--- src/rtl/kamus_pkg.sv ---
// kamus_pkg: shared types and helpers for the kamus load/store unit
package kamus_pkg;
  typedef enum logic [1:0] {MW_B, MW_H, MW_W, MW_D} mem_width_t;
  typedef enum logic [2:0] {S_IDLE, S_REQ0, S_WAIT0, S_REQ1, S_WAIT1, S_RESP} lsu_state_t;
  // An illegal width yields an all-zero mask, which the controller treats as an error.
  function automatic logic [7:0] width_mask(mem_width_t w, int unsigned be_w);
    logic [7:0] m;
    case (w)
      MW_B: m = 8'h01;
      MW_H: m = 8'h03;
      MW_W: m = 8'h0f;
      MW_D: m = (be_w == 8) ? 8'hff : 8'h00;
      default: m = 8'h00;
    endcase
    return m;
  endfunction
endpackage

--- src/rtl/kamus_lsu_align.sv ---
// kamus_lsu_align: byte-enable, write-lane and load-extension datapath
module kamus_lsu_align
  import kamus_pkg::*;
#(
  parameter int DATA_W = 32,
  localparam int BE_W = DATA_W / 8,
  localparam int OFF_W = $clog2(BE_W)
) (
  input  mem_width_t          width,
  input  logic [OFF_W-1:0]    off,
  input  logic                is_unsigned,
  input  logic [DATA_W-1:0]   wdata,
  input  logic [2*DATA_W-1:0] capture,
  output logic [2*BE_W-1:0]   mask2,
  output logic [2*DATA_W-1:0] wdata2,
  output logic [DATA_W-1:0]   rdata
);
  logic [BE_W-1:0] wmask;
  logic [2*DATA_W-1:0] shifted;
  logic [7:0] nbits;
  logic sign;
  assign wmask = BE_W'(width_mask(width, BE_W));
  assign mask2 = {{BE_W{1'b0}}, wmask} << off;
  assign wdata2 = {{DATA_W{1'b0}}, wdata} << {off, 3'b000};
  assign shifted = capture >> {off, 3'b000};
  assign nbits = 8'd8 << width;
  always_comb begin
    case (width)
      MW_B: sign = shifted[7];
      MW_H: sign = shifted[15];
      MW_W: sign = shifted[31];
      default: sign = shifted[DATA_W-1];
    endcase
    for (int i = 0; i < DATA_W; i++)
      rdata[i] = (i < int'(nbits)) ? shifted[i] : (!is_unsigned && sign);
  end
endmodule

--- src/rtl/kamus_lsu_ctrl.sv ---
// kamus_lsu_ctrl: single-outstanding load/store unit driving a req/gnt/rvalid data bus
module kamus_lsu_ctrl
  import kamus_pkg::*;
#(
  parameter int DATA_W = 32,
  parameter int ADDR_W = 32,
  parameter bit SPLIT_MISALIGNED = 1'b1,
  localparam int BE_W = DATA_W / 8,
  localparam int OFF_W = $clog2(BE_W)
) (
  input  logic              clk_i,
  input  logic              rst_ni,
  input  logic              req_valid_i,
  output logic              req_ready_o,
  input  logic              req_we_i,
  input  mem_width_t        req_width_i,
  input  logic              req_unsigned_i,
  input  logic [ADDR_W-1:0] req_addr_i,
  input  logic [DATA_W-1:0] req_wdata_i,
  output logic              rsp_valid_o,
  output logic [DATA_W-1:0] rsp_rdata_o,
  output logic              rsp_err_o,
  output logic              dmem_req_o,
  input  logic              dmem_gnt_i,
  output logic              dmem_we_o,
  output logic [BE_W-1:0]   dmem_be_o,
  output logic [ADDR_W-1:0] dmem_addr_o,
  output logic [DATA_W-1:0] dmem_wdata_o,
  input  logic              dmem_rvalid_i,
  input  logic [DATA_W-1:0] dmem_rdata_i
);
  lsu_state_t state, state_n;
  logic r_we, r_uns, r_err;
  mem_width_t r_width, a_width;
  logic [OFF_W-1:0] r_off, a_off;
  logic [ADDR_W-1:0] r_base;
  logic [2*BE_W-1:0] r_mask2, mask2;
  logic [2*DATA_W-1:0] r_wdata2, r_cap, wdata2;
  logic [DATA_W-1:0] ext;
  logic idle, accept, split, r_split, bad, beat1;
  assign idle = state == S_IDLE;
  // While idle the aligner sees the incoming request; afterwards, the registered one.
  assign a_width = idle ? req_width_i : r_width;
  assign a_off = idle ? req_addr_i[OFF_W-1:0] : r_off;
  assign accept = req_valid_i && req_ready_o;
  assign split = |mask2[2*BE_W-1:BE_W];
  assign r_split = |r_mask2[2*BE_W-1:BE_W];
  assign bad = mask2 == '0 || (split && !SPLIT_MISALIGNED);
  kamus_lsu_align #(.DATA_W(DATA_W)) u_align (
    .width(a_width),
    .off(a_off),
    .is_unsigned(r_uns),
    .wdata(req_wdata_i),
    .capture(r_cap),
    .mask2(mask2),
    .wdata2(wdata2),
    .rdata(ext)
  );
  always_ff @(posedge clk_i)
    if (!rst_ni) state <= S_IDLE;
    else state <= state_n;
  always_comb begin
    state_n = state;
    case (state)
      S_IDLE: state_n = accept ? (bad ? S_RESP : S_REQ0) : S_IDLE;
      S_REQ0: state_n = dmem_gnt_i ? S_WAIT0 : S_REQ0;
      S_WAIT0: state_n = dmem_rvalid_i ? (r_split ? S_REQ1 : S_RESP) : S_WAIT0;
      S_REQ1: state_n = dmem_gnt_i ? S_WAIT1 : S_REQ1;
      S_WAIT1: state_n = dmem_rvalid_i ? S_RESP : S_WAIT1;
      default: state_n = S_IDLE;
    endcase
  end
  always_ff @(posedge clk_i) begin
    if (!rst_ni) begin
      r_we <= 1'b0;
      r_uns <= 1'b0;
      r_err <= 1'b0;
      r_width <= MW_B;
      r_off <= '0;
      r_base <= '0;
      r_mask2 <= '0;
      r_wdata2 <= '0;
      r_cap <= '0;
    end else begin
      if (accept) begin
        r_we <= req_we_i;
        r_uns <= req_unsigned_i;
        r_err <= bad;
        r_width <= req_width_i;
        r_off <= req_addr_i[OFF_W-1:0];
        r_base <= {req_addr_i[ADDR_W-1:OFF_W], {OFF_W{1'b0}}};
        r_mask2 <= mask2;
        r_wdata2 <= wdata2;
        r_cap <= '0;
      end
      if (state == S_WAIT0 && dmem_rvalid_i) r_cap[DATA_W-1:0] <= dmem_rdata_i;
      if (state == S_WAIT1 && dmem_rvalid_i) r_cap[2*DATA_W-1:DATA_W] <= dmem_rdata_i;
    end
  end
  assign beat1 = state == S_REQ1;
  assign req_ready_o = idle;
  assign dmem_req_o = state == S_REQ0 || beat1;
  assign dmem_we_o = dmem_req_o && r_we;
  assign dmem_be_o = state == S_REQ0 ? r_mask2[BE_W-1:0] : beat1 ? r_mask2[2*BE_W-1:BE_W] : '0;
  assign dmem_addr_o = state == S_REQ0 ? r_base : beat1 ? r_base + ADDR_W'(BE_W) : '0;
  assign dmem_wdata_o = state == S_REQ0 ? r_wdata2[DATA_W-1:0] : beat1 ? r_wdata2[2*DATA_W-1:DATA_W] : '0;
  assign rsp_valid_o = state == S_RESP;
  assign rsp_err_o = rsp_valid_o && r_err;
  assign rsp_rdata_o = (rsp_valid_o && !r_we && !r_err) ? ext : '0;
endmodule
--- config.mk ---
export PLATFORM = sky130hd
export DESIGN_NAME = kamus_lsu_ctrl
export DESIGN_NICKNAME = d
export VERILOG_FILES = /design/src/rtl/kamus_pkg.sv /design/src/rtl/kamus_lsu_align.sv /design/src/rtl/kamus_lsu_ctrl.sv
export SDC_FILE = /design/constraint.sdc
export NUM_CORES = 1
export LEC_CHECK = 0
export ABC_AREA = 0
export CAP_MARGIN = 25
export CORE_AREA = 2 2 141 143
export DETAILED_ROUTE_END_ITERATION = 6
export DIE_AREA = 0 0 143 145
export PLACE_DENSITY = 0.95
export REMOVE_ABC_BUFFERS = 1
export SYNTH_ARGS = -nofsm -noshare
export SYNTH_HDL_FRONTEND = slang
export SYNTH_HIERARCHICAL = 1
export SYNTH_SLANG_ARGS = --single-unit
--- constraint.sdc ---
create_clock -name clk_i -period 8 [get_ports clk_i]
set_clock_uncertainty 0.1 [all_clocks]
set_input_delay 2.4 -clock clk_i [delete_from_list [all_inputs] [get_ports clk_i]]
set_output_delay 2.4 -clock clk_i [all_outputs]
set_load 0.02 [all_outputs]
==> impl_results.md <==
- Die Footprint: 20700 sq um
- Max Fclk: between 100 and 150 MHz
- Multi-input logic area: a little over 6000 sq um
- Avg WL per Cell: around 16 um
- Final Setup Violations: 0
- First drt pass iteration count: 6
- Final Cycle Share: a little over nine tenths
- Iter 0 DRT Violations: ~1000
- Final Wtd Congestion: ~0.93
- P_leak: 4.77 nW
- Fillers: 1512
- Core area: slightly below 20000 sq um
- Largest net degree at the start of global routing: around 120
- Worst hold path class: register to register
- RSZ-0062 raised after global routing: no
- Hold violation count in the final report: 0
- Critical path class: input pin to output port
- Diode count: 0
- Critical Path AT: 5.38 ns
- Maximum buffer depth of the clock tree: 2
- CP required: 5.50 ns
- Port Buf Inserts: between 200 and 250
- Mapped Cells: around 1300
- Slew @ Worst Pin: about 0.95 ns
- Crit path max fanout: 13
- Setup_tns: 0 ns
- P&R area growth vs syn: 27.2%
- Overall power of the completed layout: 0.00250 W
- I/O pins: 210
- Hold_buf cts: 0
- R2r setup slk: 4.33 ns
- Synth Cell Area: about 10000 sq um
- Starting Density: between 50% and 60%
- Worst skew pair latency: roughly 0.42 ns
- Clock-pin slew on the worst setup and hold paths: 0.06 ns
- Slew HR: 36.6%
- YS warnings: 6
- Initial antenna violation count: 0
- CP endpoint kind: output port
- GR Util All Layers: 25.8%
- Total of max-cap violations: 0
- GRT overflow: 0
- VDD IR max: about 0.15 mV
- Cts bufs inserted: 17
- Clk root buf: clkbuf_16
- Status: completed
- Row count: a little over 50
- Layout cells sized above 1: around 6%
- Fin. max-slew vios: 0
- Reg area: 3360 sq um
- Synthesized area per cell: between 7 and 8 sq um
- Pwr/cell area: roughly 190 nW/um^2
- Post-Route WL: roughly 28 mm
- Final core utilization: between 60% and 70%
- # clock sinks: 168
- Routed Antenna Nets: 0
- Nets: roughly 1600
- Detailed placer's ending HPWL: 18.2 mm
- CP startpoint kind: input pin
- Hold slack: approximately 0.35 ns
- Routed vias/inst: roughly 5.7
- CTS tree: built
- Via count: between 9000 and 10000
- Minimum clock period: between 7 and 8 ns
- Global-route wire length before repair: 44.3 mm
- Die height: ~150 um
- Chip width: ~140 um
- Htree depth: 4
- DRC: 0
- Number of global-route vias before repair: around 9200
## through the flow
| stage | instances | worst slack, ns | cell area, sq um |
|---|---|---|---|
| final | 1752 | 0.116 | 12900 |
| after global routing | 1752 | 0.0196 | 12900 |
| after CTS | 1749 | 0.0693 | 12800 |
| after detailed placement | 1717 | 0.0990 | 12200 |
| after global placement | 1716 | 0.177 | 12100 |
| after floorplan | 1228 | 0.237 | 9550 |
## worst max-delay path: stages
cell	delay, ns
clkdlybuf4s50_1	0.47
mux2_2	0.22
inv_1	0.11
ha_1	0.25
mux2_4	0.28
a222oi_1	0.32
buf_4	0.19
a2bb2oi_2	0.17
buf_4	0.22
nand2_1	0.08
and2_1	0.14
clkdlybuf4s50_1	0.53
## state kept, by name, summed over array words and instances (netlist names)
name	count
r_base	30
r_off	2
r_width	2
r_uns	1
r_err	1
state	3
r_cap	56
r_mask2	8
r_we	1
r_wdata2	64
## placed cells by master (no fill, tap or decap), drive strengths merged, types with 3 or more instances in the layout
| master | count |
|---|---|
| a21oi | 39 |
| nand3 | 82 |
| nor2 | 81 |
| and2 | 45 |
| or3 | 6 |
| nand2 | 348 |
| buf | 21 |
| ha | 6 |
| nand4 | 7 |
| clkbuf | 20 |
| inv | 11 |
| clkdlybuf4s50 | 198 |
| a22o | 9 |
| and4 | 6 |
| dlymetal6s2s | 8 |
| nor4 | 4 |
| conb | 11 |
| o21ai | 31 |
| xor2 | 9 |
| nand2b | 4 |
| nor3 | 4 |
| or4 | 11 |
| clkinv | 4 |
| o211ai | 8 |
| mux2 | 23 |
| a21boi | 165 |
| bufinv | 3 |
| mux2i | 94 |
| xnor2 | 3 |
| and3 | 15 |
| dfxtp | 168 |
| nor2b | 14 |
| o31ai | 11 |
## final cells by class
type / instances / area share (%)
multi-input combinational: 1053 / 48.3
sequential: 168 / 26.2
timing repair buffer: 227 / 18.0
clock buffer: 20 / 3.55
tap: 265 / 2.58
clock inverter: 12 / 1.27
inverter: 7 / 0.204
## routing by layer
layer,share of wire [%],wire [um],track usage [%]
met1,41,11500,32.7
met2,49,13900,44.2
met3,8.4,2370,4.88
met4,1.8,515,7.67
met5,0,0,0
## timing repair
item	in CTS	in global routing
buffers inserted	0	1
setup endpoints to repair	0	23
gates resized for setup	0	9
## final timing paths
kind,start,end,cells past startpoint
setup / recovery,req_width_i[1],rsp_rdata_o[23],12
hold / removal,r_wdata2[27]$_SDFFE_PN0P_,r_wdata2[27]$_SDFFE_PN0P_,2
setup reg to reg,state[0]$_SDFF_PN0_,r_err$_SDFFE_PN0P_,9
hold reg to reg,r_wdata2[27]$_SDFFE_PN0P_,r_wdata2[27]$_SDFFE_PN0P_,2
## power by group
group	total [W]	internal [W]	switching, W
registers	0.000941	0.000895	0.0000455
logic	0.000690	0.000277	0.000413
clock network	0.000866	0.000514	0.000352
(Power assumes the default switching activity.)
